--- config.mk ---
export PLATFORM = sky130hd
export DESIGN_NAME = sample_scheduler
export DESIGN_NICKNAME = d
export VERILOG_FILES = /design/src/rtl/sample_scheduler.sv
export SDC_FILE = /design/constraint.sdc
export NUM_CORES = 1
export LEC_CHECK = 0
export CELL_PAD_IN_SITES_DETAIL_PLACEMENT = 2
export CELL_PAD_IN_SITES_GLOBAL_PLACEMENT = 2
export CORE_UTILIZATION = 47
export DETAILED_ROUTE_END_ITERATION = 8
export MAX_ROUTING_LAYER = met4
export PLACE_DENSITY = 0.9
export SLEW_MARGIN = 15
export SYNTH_ARGS = -nofsm -noshare
export SYNTH_HDL_FRONTEND = slang
export SYNTH_SLANG_ARGS = --single-unit
export TNS_END_PERCENT = 30
--- constraint.sdc ---
create_clock -name clk -period 13.35 [get_ports clk]
set_input_delay 2.0025 -clock clk [delete_from_list [all_inputs] [get_ports clk]]
set_output_delay 2.0025 -clock clk [all_outputs]
set_load 0.03 [all_outputs]
--- src/rtl/sample_scheduler.sv ---
// Periodic sensor sampler with circular history buffer, graph read port and serial dump.
// rd_data/rd_valid 1 cycle after rd_addr; tx bytes held while tx_valid & !tx_ready; sns_req held until sns_ack.
module sample_scheduler #(
    parameter int CLK_HZ    = 100_000_000,
    parameter int N_SAMPLES = 20,
    parameter int DATA_W    = 9,
    parameter int Y_MAX     = 299
) (
    input  logic              clk,
    input  logic              rst,
    input  logic              btn_sample,
    input  logic              btn_send,
    input  logic              btn_reset,
    input  logic [13:0]       period_ms,
    output logic              sns_req,
    input  logic              sns_ack,
    input  logic [DATA_W-1:0] sns_data,
    input  logic [4:0]        rd_addr,
    output logic [DATA_W-1:0] rd_data,
    output logic              rd_valid,
    output logic [7:0]        tx_data,
    output logic              tx_valid,
    input  logic              tx_ready,
    output logic              running,
    output logic              sending,
    output logic [4:0]        count
);

    localparam int TPM = CLK_HZ / 1000;
    localparam int TW  = (TPM > 1) ? $clog2(TPM) : 1;

    typedef enum logic [1:0] {IDLE, RUN, REQ, SEND} state_t;

    state_t            state_q, state_d;
    logic [TW-1:0]     tick_q;
    logic [13:0]       ms_q;
    logic [4:0]        wr_ptr_q;
    logic [5:0]        cnt_q;
    logic [5:0]        tx_idx_q;
    logic              stop_q;
    logic [DATA_W-1:0] mem [N_SAMPLES];

    logic              tick_last, period_done, wr_en, tx_fire, tx_last, rd_hit;
    logic [13:0]       period_eff;
    logic [4:0]        oldest;
    logic [6:0]        tx_total;
    logic [DATA_W-1:0] sat_data, tx_sample;
    logic [15:0]       tx_wide;

    // Logical index -> physical slot, relative to the oldest stored sample.
    function automatic logic [4:0] phys(input logic [4:0] idx, input logic [4:0] base);
        logic [5:0] s;
        s = {1'b0, base} + {1'b0, idx};
        if (s >= 6'(N_SAMPLES))
            s = s - 6'(N_SAMPLES);
        return s[4:0];
    endfunction

    always_comb begin
        tick_last   = (tick_q == TW'(TPM - 1));
        period_eff  = (period_ms == 14'd0) ? 14'd1 : period_ms;
        // Compare with >= so a period lowered below the current ms count ends at the next ms tick.
        period_done = tick_last && (({1'b0, ms_q} + 15'd1) >= {1'b0, period_eff});
        wr_en       = (state_q == REQ) && sns_ack && !btn_reset;
        tx_fire     = (state_q == SEND) && tx_ready;
        tx_total    = {cnt_q, 1'b0};
        tx_last     = ({1'b0, tx_idx_q} == (tx_total - 7'd1));
        oldest      = (cnt_q < 6'(N_SAMPLES)) ? 5'd0 : wr_ptr_q;
        sat_data    = (sns_data > DATA_W'(Y_MAX)) ? DATA_W'(Y_MAX) : sns_data;
        rd_hit      = ({1'b0, rd_addr} < cnt_q);
        tx_sample   = mem[phys(tx_idx_q[5:1], oldest)];
        tx_wide     = 16'(tx_sample);
    end

    always_ff @(posedge clk) begin
        if (rst)
            state_q <= IDLE;
        else
            state_q <= state_d;
    end

    always_comb begin
        state_d = state_q;
        if (btn_reset) begin
            state_d = IDLE;
        end else begin
            case (state_q)
                IDLE: begin
                    if (btn_sample)
                        state_d = RUN;
                    else if (btn_send && cnt_q != 6'd0)
                        state_d = SEND;
                end
                RUN: begin
                    if (btn_sample)
                        state_d = IDLE;
                    else if (period_done)
                        state_d = REQ;
                end
                REQ: begin
                    if (sns_ack)
                        state_d = (stop_q || btn_sample) ? IDLE : RUN;
                end
                SEND: begin
                    if (tx_fire && tx_last)
                        state_d = IDLE;
                end
                default: state_d = IDLE;
            endcase
        end
    end

    always_comb begin
        sns_req  = (state_q == REQ);
        running  = (state_q == RUN) || (state_q == REQ);
        sending  = (state_q == SEND);
        tx_valid = (state_q == SEND);
        tx_data  = 8'd0;
        if (state_q == SEND)
            tx_data = tx_idx_q[0] ? tx_wide[7:0] : tx_wide[15:8];
        count    = cnt_q[4:0];
    end

    always_ff @(posedge clk) begin
        if (rst) begin
            tick_q   <= '0;
            ms_q     <= '0;
            wr_ptr_q <= '0;
            cnt_q    <= '0;
            tx_idx_q <= '0;
            stop_q   <= 1'b0;
            rd_data  <= '0;
            rd_valid <= 1'b0;
        end else begin
            // Timer only advances while staying in RUN, so every entry to RUN starts a full period.
            if (state_q != RUN || state_d != RUN) begin
                tick_q <= '0;
                ms_q   <= '0;
            end else if (tick_last) begin
                tick_q <= '0;
                ms_q   <= ms_q + 14'd1;
            end else begin
                tick_q <= tick_q + TW'(1);
            end

            stop_q <= (state_q == REQ) && (state_d == REQ) && (stop_q || btn_sample);

            if (btn_reset) begin
                wr_ptr_q <= '0;
                cnt_q    <= '0;
            end else if (wr_en) begin
                wr_ptr_q <= (wr_ptr_q == 5'(N_SAMPLES - 1)) ? 5'd0 : wr_ptr_q + 5'd1;
                if (cnt_q != 6'(N_SAMPLES))
                    cnt_q <= cnt_q + 6'd1;
            end

            if (state_q != SEND)
                tx_idx_q <= '0;
            else if (tx_fire)
                tx_idx_q <= tx_idx_q + 6'd1;

            rd_valid <= rd_hit;
            rd_data  <= rd_hit ? mem[phys(rd_addr, oldest)] : '0;
        end
    end

    always_ff @(posedge clk) begin
        if (wr_en)
            mem[wr_ptr_q] <= sat_data;
    end

endmodule

==> results.toml <==
[timing]
worst_pin_slew_ns = 1.22
skew_ns = 0.0106
fin_crit_ns = 8.94
min_period_over_period = 0.670
slew_headroom = 0.183
setup_viol = 0
setup_tns_ns = 0
grt_setup_unrepaired = "false"
final_max_slew_viol_count = 0
finalHoldViolCount = 0
clock.fmax_ghz = 0.112

[outcome]
outcome = "complete, but fails checks"
violations = "DRC"

[clocking]
path_clk_slew_ns = 0.07
cts_tree = "done"
htreeDepth = 1
cts_made_buffers = 27
cts-root-buf = "clkbuf_16"
cts_resized = 0
insertion_delay_ns = 0.56
clkSinkCount = 241
clk_path_buf_depth = 3
cts_setup_buffers = 0
cts_hold_buf = 0

[logic_synthesis]
syn_inst = 954
ys_types = 67
netlist_area_um2 = 12700
avgSynthCellArea_um2 = 13.3
ys.warnings.count = 0
ys_seq_elements = 241
async_flop_share = 0
synth_edf_count = 180
syn_nets = 1036
ys_seq_area_frac = 0.521
synth_top_flop_cell = "edfxtp_1"

[setup_path]
crit_arrival_ns = 6.94
rrSetupSlack_ns = 8.13
endpoint_kind = "output port"
crit_fanout = 15
slowest_delay_ns = 0.63
cp_top_family = "simple AND/OR/NAND/NOR gates"
worstSetupPathType = "flop to output port"
regToRegStartpoint = "cnt_q[3]"
path_cells = "inv_1 -> a21oi_1 -> nor2_1 -> nor2_1 -> ha_4 -> inv_1 -> fa_2 -> xnor2_1 -> inv_1 -> ha_1 -> and2_1 -> o211ai_1 -> nand3_1 -> and2_1 -> a221oi_1 -> nor3_1 -> clkdlybuf4s50_1"
critPathBufInv = 4
required_ns = 11.35
worst_setup_path_start_kind = "flop"
crit_top_cell = "inv_1"
r2r-end = "rd_data[0]"
rr_worst_depth = 16
cp_slowest_cell = "clkdlybuf4s50_1"

[route]
dr.pass1.iters = 9
vias_per_cell = 6.77
vias = 9204
top_layer = "met4"
postRouteWirelength_um = 44800
drc = 2
met2_length_um = 22800
wire_per_inst_um = 32.9
met1_length_um = 17400
wl_met3_um = 3210
drt_iter0_markers = 942
ant_nets = 0

[pwr]
pwr_density_cell_nw_per_um2 = 115
power_frac_seq = 0.485
switching_power_mw = 0.404
ir_drop_uv = 88.8
internal_power_mw = 1.26
power.share.switching = 0.242
p_total_mw = 1.67
power.share.clock = 0.456
leakagePower_nw = 4.89
p_comb_frac = 0.059

[finish]
layout.nets = 1084
fin_area_um2 = 14500
syn_to_final_growth_pct = 13.8
final_layout_size_suffix_gt1_frac = 0.165

[floorplan]
dieArea_um2 = 27700
start_util = 0.484
fp.dieH_um = 167
coreArea_um2 = 26300
rows = 59
die_w_um = 167
boundaryPins = 62

[global_route]
grt_pass1_vias = 10026
grt_overflow = 0
antenna_found_initial = 1
grt_usage = 0.342
grt_max_degree = 47
grt_pass1_wl_um = 68100

[hold_path]
hold_depth = 1
hp-start = "tick_q[0]"
holdPathEnd = "tick_q[0]"
hold_class = "flop to flop"

[run]
drv_cap = 0

[placed_design]
io_buffers = 61
gp_congestion = 0.892
placed_area_um2 = 13500
place_hpwl_um = 28600
-- through the flow --
stage               worst slack [ns]  std cells  hold WS (ns)   util
floorplan                       7.22        954         0.437      -
global placement                5.62       1305         0.457  0.515
detailed placement              4.99       1305         0.492  0.515
CTS                             3.86       1355         0.506  0.549
global route                    4.29       1359         0.539  0.551
finish                          4.41       1359         0.502  0.551
-- layer usage --
| metal | global-route usage | up-vias |
|---|---|---|
| li1 | - | 3738 |
| met1 | 0.429 | 4850 |
| met2 | 0.575 | 515 |
| met3 | 0.0385 | 101 |
| met4 | 0.120 | 0 |
| met5 | - | - |
-- cell families (layout without fill, tap and decap cells) --
logic type,count (synthesis),in the layout,synth area share
AND/OR/NAND/NOR,272,272,0.102
flip-flops,241,241,0.521
multiplexers,125,125,0.190
AO/OA/AOI/OAI,123,123,0.0662
buffers and inverters,84,153,0.0306
XOR/XNOR,62,62,0.0427
adder cells (fa/ha/maj),47,47,0.0474
other,0,1,0
-- Yosys cell counts, drive strengths merged (22+ instances only) --
library cell  number  area share
xnor2             35       0.024
mux4              92        0.16
nand2             64       0.019
xor2              27       0.019
buf               22       0.012
dfxtp             61       0.096
o21ai             28       0.011
edfxtp           180        0.42
ha                45       0.044
nor2              93       0.027
nand3             25      0.0098
inv               37       0.011
a21oi             26       0.010
mux2i             23       0.018
clkbuf            25      0.0074
-- placed cells by master, fill, tap and decap left out, types with 3 or more instances in the layout --
| cell | instances |
|---|---|
| edfxtp_1 | 180 |
| nor2_1 | 92 |
| mux4_2 | 92 |
| nand2_1 | 64 |
| dfxtp_1 | 61 |
| clkdlybuf4s50_1 | 61 |
| ha_1 | 43 |
| inv_1 | 37 |
| xnor2_1 | 35 |
| clkbuf_16 | 28 |
| xor2_1 | 27 |
| a21oi_1 | 26 |
| o21ai_0 | 26 |
| nand3_1 | 25 |
| mux2i_1 | 23 |
| o211ai_1 | 18 |
| and3_1 | 16 |
| nor2b_1 | 13 |
| nand4_1 | 11 |
| nor3_1 | 10 |
| nand2b_1 | 9 |
| mux2_2 | 8 |
| a21boi_0 | 7 |
| clkinv_2 | 7 |
| and2_1 | 6 |
| a211oi_1 | 5 |
| a21o_1 | 5 |
| clkinv_1 | 4 |
| or2_2 | 3 |
| nor4_1 | 3 |
| nand3b_1 | 3 |
| a211o_1 | 3 |
| o21a_1 | 3 |
| clkinv_4 | 3 |
| buf_4 | 3 |
-- power groups by stage --
stage / combinational, mW / clock (mW) / sequential, mW
4_1_cts: 0.0968 / 0.762 / 0.809
3_3_place_gp: 0.0874 / 0 / 0.825
5_1_grt: 0.104 / 0.786 / 0.809
2_1_floorplan: 0.0529 / 0 / 0.828
3_5_place_dp: 0.0936 / 0 / 0.826
6_report: 0.0989 / 0.760 / 0.809
-- sequential cells by signal, indices dropped and copies added (netlist names) --
| name | flops |
|---|---|
| cnt_q | 6 |
| mem | 180 |
| ms_q | 14 |
| rd_data | 9 |
| rd_valid | 1 |
| state_q | 2 |
| stop_q | 1 |
| tick_q | 17 |
| tx_idx_q | 6 |
| wr_ptr_q | 5 |
-- final cells by class --
cell class,instances,area (um^2)
clock inverter,19,148
clock buffer,31,732
inverter,37,139
fill,2446,11800
tap,335,419
timing repair buffer,66,659
multi-input combinational,629,5750
antenna,1,2.50
sequential,241,6630
-- how the worst max path moves through the flow --
stage / from / endpoint / cells past startpoint
floorplan: cnt_q[3] / tx_data[0] / 17
global placement: cnt_q[3] / tx_data[0] / 16
detailed placement: cnt_q[3] / tx_data[1] / 16
CTS: cnt_q[3] / tx_data[0] / 17
global route: cnt_q[3] / tx_data[0] / 17
finish: cnt_q[3] / tx_data[0] / 17
No activity file was read; power rests on OpenSTA's default activity.
